[src/rtl/branch_resolve_unit.sv]
// Tracks fetch-time predictions in order and resolves them against execute outcomes,
// driving predictor updates and pipeline flush. Optional perf counters: BRU_PERF_CNT_EN.
module branch_resolve_unit #(
  parameter int unsigned DEPTH = 4,
  parameter int unsigned AW    = 2
) (
  input  logic          clk,
  input  logic          rst,
  input  logic          if_valid,
  output logic          if_ready,
  input  logic [31:0]   if_pc,
  input  logic          if_hit,
  input  logic          if_pred_taken,
  input  logic [31:0]   if_pred_target,
  input  logic          ex_valid,
  input  logic [31:0]   ex_pc,
  input  logic          ex_is_branch,
  input  logic          ex_taken,
  input  logic [31:0]   ex_target,
  output logic          flush,
  output logic [31:0]   redirect_pc,
  output logic [31:0]   upd_addr,
  output logic [31:0]   upd_pred,
  output logic          upd_state_write,
  output logic          upd_state_change,
  output logic          upd_branch,
  output logic          order_err,
  output logic [AW:0]   count
`ifdef BRU_PERF_CNT_EN
  ,
  output logic [31:0]   perf_branches,
  output logic [31:0]   perf_mispred
`endif
);

  localparam logic [AW:0] FullCount = (AW + 1)'(DEPTH);

  logic [31:0] pc_mem  [DEPTH];
  logic        hit_mem [DEPTH];
  logic        pt_mem  [DEPTH];
  logic [31:0] tgt_mem [DEPTH];

  logic [AW-1:0] wr_ptr_q, rd_ptr_q;
  logic [AW:0]   count_q;
  logic          flush_q, upd_sw_q, upd_sc_q, upd_br_q, order_err_q;
  logic [31:0]   redirect_q, upd_addr_q, upd_pred_q;

  logic        push, pop_req, pop, order_fault;
  logic        head_hit, head_pt;
  logic [31:0] head_pc, head_tgt;
  logic        act_taken, mispredict;
  logic [31:0] actual_next;

  assign if_ready         = (count_q != FullCount);
  assign count            = count_q;
  assign flush            = flush_q;
  assign redirect_pc      = redirect_q;
  assign upd_addr         = upd_addr_q;
  assign upd_pred         = upd_pred_q;
  assign upd_state_write  = upd_sw_q;
  assign upd_state_change = upd_sc_q;
  assign upd_branch       = upd_br_q;
  assign order_err        = order_err_q;

  always_comb begin
    push        = if_valid && if_ready && !flush_q;
    pop_req     = ex_valid && !flush_q;
    pop         = pop_req && (count_q != '0);
    head_pc     = pc_mem[rd_ptr_q];
    head_hit    = hit_mem[rd_ptr_q];
    head_pt     = pt_mem[rd_ptr_q];
    head_tgt    = tgt_mem[rd_ptr_q];
    act_taken   = ex_is_branch && ex_taken;
    actual_next = act_taken ? ex_target : ex_pc + 32'd4;
    mispredict  = (head_pt != act_taken) || (head_pt && (head_tgt != ex_target));
    // Empty pop and out-of-order resolve are both reported as order faults.
    order_fault = pop_req && ((count_q == '0) || (ex_pc != head_pc));
  end

  always_ff @(posedge clk) begin
    if (push) begin
      pc_mem[wr_ptr_q]  <= if_pc;
      hit_mem[wr_ptr_q] <= if_hit;
      pt_mem[wr_ptr_q]  <= if_pred_taken;
      tgt_mem[wr_ptr_q] <= if_pred_target;
    end
  end

  always_ff @(posedge clk) begin
    if (rst) begin
      wr_ptr_q    <= '0;
      rd_ptr_q    <= '0;
      count_q     <= '0;
      flush_q     <= 1'b0;
      upd_sw_q    <= 1'b0;
      upd_sc_q    <= 1'b0;
      upd_br_q    <= 1'b0;
      order_err_q <= 1'b0;
      redirect_q  <= '0;
      upd_addr_q  <= '0;
      upd_pred_q  <= '0;
    end else if (flush_q) begin
      // Flush cycle: discard everything, ignore fetch and execute.
      wr_ptr_q <= '0;
      rd_ptr_q <= '0;
      count_q  <= '0;
      flush_q  <= 1'b0;
      upd_sw_q <= 1'b0;
      upd_sc_q <= 1'b0;
      upd_br_q <= 1'b0;
    end else begin
      if (push) wr_ptr_q <= wr_ptr_q + 1'b1;
      if (pop)  rd_ptr_q <= rd_ptr_q + 1'b1;
      if (push && !pop)      count_q <= count_q + 1'b1;
      else if (pop && !push) count_q <= count_q - 1'b1;
      flush_q  <= pop && mispredict;
      upd_sw_q <= pop && ex_is_branch && head_hit;
      upd_sc_q <= pop && ex_taken;
      upd_br_q <= pop && act_taken;
      if (pop) begin
        redirect_q <= actual_next;
        upd_addr_q <= ex_pc;
        upd_pred_q <= actual_next;
      end
      if (order_fault) order_err_q <= 1'b1;
    end
  end

`ifdef BRU_PERF_CNT_EN
  logic [31:0] perf_br_q, perf_mp_q;

  assign perf_branches = perf_br_q;
  assign perf_mispred  = perf_mp_q;

  always_ff @(posedge clk) begin
    if (rst) begin
      perf_br_q <= '0;
      perf_mp_q <= '0;
    end else begin
      if (pop && ex_is_branch && (perf_br_q != 32'hFFFF_FFFF)) perf_br_q <= perf_br_q + 32'd1;
      if (pop && mispredict && (perf_mp_q != 32'hFFFF_FFFF))   perf_mp_q <= perf_mp_q + 32'd1;
    end
  end
`endif

endmodule

[config.mk]
export PLATFORM = sky130hd
export DESIGN_NAME = branch_resolve_unit
export DESIGN_NICKNAME = d
export VERILOG_FILES = /design/src/rtl/branch_resolve_unit.sv
export SDC_FILE = /design/constraint.sdc
export NUM_CORES = 1
export LEC_CHECK = 0
export CAP_MARGIN = 5
export CORE_MARGIN = 2
export CORE_UTILIZATION = 53
export DETAILED_ROUTE_END_ITERATION = 12
export GPL_TIMING_DRIVEN = 1
export PLACE_DENSITY = 0.8
export SYNTH_ARGS = -nofsm -noshare
export SYNTH_HDL_FRONTEND = slang
export SYNTH_SLANG_ARGS = --single-unit
[constraint.sdc]
create_clock -name clk -period 3.9 [get_ports clk]
set_input_delay 0.78 -clock clk [delete_from_list [all_inputs] [get_ports clk]]
set_output_delay 0.78 -clock clk [all_outputs]
set_load 0.01 [all_outputs]
==> reports/results.tsv, run 1 <==
stage	metric	value	unit
outcome	status	finished, final reports clean	
yosys	synth-seq-area-share	66.0	%
cts	cts_setup_buffers	0	
setup_path	worst_path_dominant_cell_family	flip-flops	
final_layout	fillers	1844	
place	dp_cells	1516	
global_route	grt_max_degree	67	
final_layout	synthToLayoutAreaGrowth	25.7	%
cts	path_clk_slew	60	ps
yosys	synthCells	1004	
yosys	ys_warn_count	0	
final_layout	final_nets	1354	
place	io_buffers	240	
yosys	synth_area_per_cell	14.3	sq um
power_and_ir_drop	p_leak	5.90	nW
setup_path	cp-start-kind	flip-flop	
place	dp_hpwl	25300	microns
yosys	ys_top_cells_by_area	edfxtp_1 (55%), dfxtp_1 (11%), mux4_2 (9.1%)	
cts	clock_latency	510	ps
setup_path	endpoint_kind	flip-flop	
sta	skew	9.79	ps
setup_path	r2r_setup_slack	930	ps
floorplanning	core_area	26800	sq um
sta	worst_pin_slew	788	ps
cts	cts_sinks	342	
global_route	grt_pass1_vias	9135	
yosys	synth_ff_type	edfxtp_1	
sta	setup_viol	0	
yosys	ys_async_sr_fraction	0	%
yosys	synth_fp_nets	1147	
sta	slew_violations	0	
floorplanning	rows	60	
setup_path	cp_num_buf_inv	1	
yosys	synth_edf_count	264	
final_layout	final_cells	1578	
global_route	gr-usage-all-layers	26.0	%
detailed_routing	vias_per_cell	5.85	
hold_path	holdCritPathClass	reg -> reg	
setup_path	worstPathRequired	4280	ps
cts	numCtsBuffers	34	
cts	htree_levels	2	
global_route	antenna_found_initial	1	
detailed_routing	ant_nets	0	
yosys	yosysMostFrequentCell	edfxtp_1	
floorplanning	start_util	53.6	%
setup_path	path_max_fanout	35	
sta	final_hold_viol_count	0	
detailed_routing	first_iter_violations	978	
yosys	synth_commonest_cells	edfxtp_1 (264), nand2_1 (105), dfxtp_1 (78), nor2_1 (71), a21oi_1 (65)	
setup_path	crit_type	reg -> reg	
final_layout	layout-drive-gt1-share	11.4	%
setup_path	crit_chain	buf_4 > mux4_2 > and2_1 > a2111oi_0 > nand4_1 > a2111oi_2 > nor3_1	
sta	maxSlewHeadroom	47.5	%
power_and_ir_drop	ir_drop	370	uV
detailed_routing	drc	0	
setup_path	slowest_delay	850	ps
final_layout	regArea	9500	sq um
cts	cts_tree	yes	
sta	fmax	0.336	GHz
yosys	ys_ff_latch	342	
sta	tns	0	ps
yosys	synth_top_area_share	55.1	%
yosys	netlist_area	14400	sq um
yosys	synth_top_cell_by_area	edfxtp_1	
cts	cts_root_buf	clkbuf_16	
sta	period_needed	2970	ps
setup_path	crit_arrival	3350	ps
cts	cts_buffer_depth	3	
detailed_routing	firstDrtPassIters	5	
detailed_routing	drt_wl_total	36800	microns
setup_path	crit_slowest_cell	dfxtp_4	
global_route	grt.overflow.total	0	
global_route	grt_pass1_wl	55000	microns
sta	grt_setup_unrepaired	false	
floorplanning	fp.dieArea	28500	sq um
detailed_routing	vias	9233	
detailed_routing	wl_per_cell	23.3	microns
yosys	ys_types	49	
floorplanning	ioPinCount	241	
cts	ctsResizeCount	0	
floorplanning	die_w	169	microns
final_layout	multi_input_area	4340	sq um
cts	hold_buffers	0	
sta	period_share	76.3	%
power_and_ir_drop	power_density	618	nW/um^2
floorplanning	die_y	169	microns
place	place_congestion	0.872	
job	drv_cap	0	
==> flip-flops by register name, indices dropped and copies added, names as in the netlist, named ones only <==
| name | count |
|---|---|
| wr_ptr_q | 2 |
| pc_mem | 128 |
| count | 3 |
| rd_ptr_q | 2 |
| hit_mem | 4 |
| upd_branch | 1 |
| pt_mem | 4 |
| upd_state_write | 1 |
| flush | 1 |
| upd_pred | 32 |
| upd_state_change | 1 |
| order_err | 1 |
| upd_addr | 32 |
| tgt_mem | 128 |
==> worst paths after layout <==
path | start | end | cells past startpoint
worst min-delay path | upd_addr[29]$_SDFFE_PP0P_ | upd_addr[29]$_SDFFE_PP0P_ | 2
worst max-delay path | flip-flop | order_err$_SDFFE_PP0P_ | 7
worst max register to register | flip-flop | order_err$_SDFFE_PP0P_ | 7
worst min register to register | upd_addr[29]$_SDFFE_PP0P_ | upd_addr[29]$_SDFFE_PP0P_ | 2
==> placed cells by master (no fill, tap or decap), types with 4 or more instances in the layout <==
| cell type | netlist | routed |
|---|---|---|
| edfxtp_1 | 264 | 264 |
| clkdlybuf4s50_1 | 0 | 239 |
| nand2_1 | 105 | 105 |
| dfxtp_1 | 78 | 76 |
| nor2_1 | 71 | 71 |
| a21oi_1 | 65 | 65 |
| mux4_2 | 58 | 58 |
| xnor2_1 | 57 | 57 |
| clkbuf_16 | 0 | 37 |
| xor2_1 | 32 | 32 |
| mux2i_1 | 26 | 26 |
| nand4_1 | 22 | 22 |
| a211oi_1 | 15 | 15 |
| buf_4 | 35 | 15 |
| nor4_1 | 14 | 14 |
| o21ai_0 | 14 | 14 |
| inv_1 | 13 | 13 |
| nand3_1 | 12 | 12 |
| nor3_1 | 11 | 11 |
| clkbuf_1 | 38 | 10 |
| ha_1 | 6 | 6 |
| buf_12 | 0 | 6 |
| and3_1 | 5 | 5 |
| and2_2 | 0 | 4 |
| and2_1 | 8 | 4 |
| clkinv_1 | 0 | 4 |
| clkbuf_8 | 0 | 4 |
==> area by class of cell <==
| class | count | area share (%) |
|---|---|---|
| repair buffers | 261 | 14.6 |
| multi-input cells | 557 | 24.0 |
| inverters | 15 | 0.312 |
| flip-flops and latches | 342 | 52.6 |
| clock inverters | 10 | 0.575 |
| clock buffers | 51 | 5.64 |
| well taps | 341 | 2.36 |
| diodes | 1 | 0.0138 |
==> stage by stage <==
| step | power (W) | utilization [%] | hold slack [ps] | setup slack [ps] | instance area (sq um) |
|---|---|---|---|---|---|
| detailed placement | 0.00800 | 63.2 | 446 | 643 | 16900 |
| finish | 0.0112 | 67.4 | 455 | 925 | 18100 |
| floorplan | 0.00680 | - | 469 | 837 | 14400 |
| global placement | 0.00792 | 63.2 | 441 | 738 | 16900 |
| global route | 0.0116 | 67.4 | 468 | 529 | 18100 |
| CTS | 0.0113 | 67.4 | 453 | 851 | 18100 |
==> report_power, final <==
| group | switching (W) | total, W | internal [W] | leakage (nW) |
|---|---|---|---|---|
| Clock | 0.00132 | 0.00326 | 0.00194 | 0.539 |
| Combinational | 0.00148 | 0.00303 | 0.00155 | 2.31 |
| Sequential | 0.000376 | 0.00488 | 0.00450 | 3.06 |
==> per-layer routing <==
layer / GRT usage [%] / routed length (microns)
met4: 8.88 / 1200
met3: 5.35 / 3200
met1: 35.2 / 14700
met2: 42.4 / 17700
met5: 0 / 0
==> worst reg2reg max path, stage by stage, from the launching register on <==
cell       delay (ps)
dfxtp_4           850
buf_4             310
mux4_2            500
and2_1            170
a2111oi_0         370
nand4_1           200
a2111oi_2         360
nor3_1             80
==> logic make-up (layout without fill, tap and decap cells) <==
kind of cell	Yosys count	after routing	share of synthesized area [%]
flip-flops	342	342	66.0
AND/OR/NAND/NOR	257	257	7.94
AO/OA/AOI/OAI	117	117	4.93
buffers and inverters	105	337	3.92
XOR/XNOR	89	89	5.42
multiplexers	87	87	11.1
adder cells (fa/ha/maj)	7	7	0.661
other	0	1	0
Power figures use the tool's default switching activity.
==> run 2: changes to the inputs <==
==> constraint.sdc (replaced) <==
create_clock -name clk -period 2.8 [get_ports clk]
set_input_delay 0.56 -clock clk [delete_from_list [all_inputs] [get_ports clk]]
set_output_delay 0.56 -clock clk [all_outputs]
set_load 0.01 [all_outputs]
==> run 2 against run 1 <==
Effect of this change:
- setup slack worse by 630 ps
- global-route usage up 1.0 points
- die area unchanged
- clock power up 51%
- core utilization up 2.0 points
- critical path depth up 1
- final area up 3.0%
- highest routed layer is now met5
==> reports/results.tsv, run 2 (synthesized netlist as in run 1, its figures left out) <==
stage	metric	value	unit
sta	grt_setup_unrepaired	false	
floorplanning	ioPinCount	241	
cts	numCtsBuffers	35	
setup_path	path_max_fanout	10	
setup_path	crit_type	reg -> reg	
global_route	antenna_found_initial	3	
power_and_ir_drop	p_leak	6.21	nW
final_layout	top_regs	pc_mem (128), tgt_mem (128)	
detailed_routing	vias	9493	
detailed_routing	wl_per_cell	23.8	microns
detailed_routing	wl_met2	18500	microns
job	drv_cap	0	
detailed_routing	wl_met1	15100	microns
power_and_ir_drop	ir_drop	485	uV
floorplanning	die_y	169	microns
final_layout	final_common_cell	edfxtp_1	
place	place_congestion	0.896	
setup_path	crit_arrival	2890	ps
setup_path	cp-start-kind	flip-flop	
detailed_routing	drt_wl_total	38700	microns
power_and_ir_drop	power_density	873	nW/um^2
global_route	grt_max_degree	91	
global_route	grt_pass1_vias	9484	
detailed_routing	firstDrtPassIters	6	
setup_path	worstPathRequired	3180	ps
sta	skew	15.5	ps
floorplanning	rows	60	
detailed_routing	ant_nets	0	
floorplanning	start_util	53.6	%
global_route	gr-usage-all-layers	27.0	%
setup_path	endpoint_kind	flip-flop	
global_route	grt.overflow.total	0	
floorplanning	die_w	169	microns
final_layout	final_cell_mix	edfxtp_1 (264), clkdlybuf4s50_1 (239), nand2_1 (105)	
final_layout	fillers	1778	
floorplanning	core_area	26800	sq um
cts	cts_tree	yes	
place	dp_hpwl	27300	microns
sta	maxSlewHeadroom	36.4	%
detailed_routing	met3_length	3700	microns
final_layout	final_area	18600	sq um
place	post_dp_cell_area	17300	sq um
cts	path_clk_slew	60	ps
final_layout	layout-drive-gt1-share	15.0	%
floorplanning	fp.dieArea	28500	sq um
global_route	grt_pass1_wl	56900	microns
cts	htree_levels	2	
sta	worst_pin_slew	953	ps
final_layout	final_nets	1401	
sta	setup_viol	0	
place	io_buffers	240	
sta	final_hold_viol_count	0	
sta	period_share	89.6	%
sta	slew_violations	0	
detailed_routing	first_iter_violations	1149	
final_layout	synthToLayoutAreaGrowth	29.5	%
detailed_routing	vias_per_cell	5.83	
detailed_routing	routed.top_layer	met5	
sta	tns	0	ps
sta	fmax	0.399	GHz
cts	cts_buffer_depth	3	
outcome	status	finished, final reports clean	
sta	period_needed	2510	ps
cts	clock_latency	510	ps
hold_path	holdCritPathClass	in -> reg	
detailed_routing	drc	0	
cts	cts_sinks	342	
cts	cts_root_buf	clkbuf_16	
-- run 2: final cells by class --
type | count | area, sq um | area share [%]
multi-input combinational | 557 | 4340 | 23.3
sequential | 342 | 9500 | 51.0
clock buffer | 51 | 1060 | 5.71
tap | 341 | 427 | 2.29
antenna | 2 | 5.00 | 0.0269
clock inverter | 12 | 173 | 0.927
timing repair buffer | 307 | 3060 | 16.5
inverter | 15 | 56.3 | 0.302
-- run 2: worst paths after layout --
check	to	cells after the start	start	slack (ps)
setup / recovery	order_err$_SDFFE_PP0P_	8	flip-flop	290
hold / removal	upd_pred[6]$_SDFFE_PP0P_	2	rst	360
setup reg to reg	order_err$_SDFFE_PP0P_	8	flip-flop	290
hold reg to reg	upd_addr[23]$_SDFFE_PP0P_	2	upd_addr[23]$_SDFFE_PP0P_	460
-- run 2: what timing repair did --
| item | 4_1_cts | 5_1_grt |
|---|---|---|
| hold buffers | 0 | 0 |
| setup endpoints to repair | 0 | 1 |
| setup buffers | 0 | 8 |
| resized for setup | 0 | 0 |
-- run 2: layer usage --
metal  global-route usage [%]  vias to the layer above
li1                         -                     4222
met5                        0                        -
met1                     35.9                     4700
met3                     6.71                       71
met4                     10.1                        2
met2                     43.5                      498
-- run 2: stage by stage --
stage / instances / setup WS, ps / hold slack, ps / total power, W / utilization, %
after floorplan: 1004 / 144 / 469 / 0.00945 / -
final: 1627 / 292 / 356 / 0.0163 / 69.5
after detailed placement: 1554 / 36.9 / 450 / 0.0113 / 64.6
after CTS: 1617 / 134 / 334 / 0.0162 / 69.2
after global placement: 1554 / 116 / 443 / 0.0112 / 64.6
after global routing: 1627 / 151 / 356 / 0.0169 / 69.5
-- run 2: critical path: stages, from the launching register on --
cell	delay (ps)
dfxtp_4	390
buf_12	130
buf_12	150
mux4_2	520
xnor2_1	160
nor4_1	480
nand4_1	230
a2111oi_2	250
nor3_1	70
-- run 2: where the power goes --
part	switching (W)	internal, W
sequential	0.000394	0.00627
clock	0.00189	0.00302
combinational	0.00230	0.00238
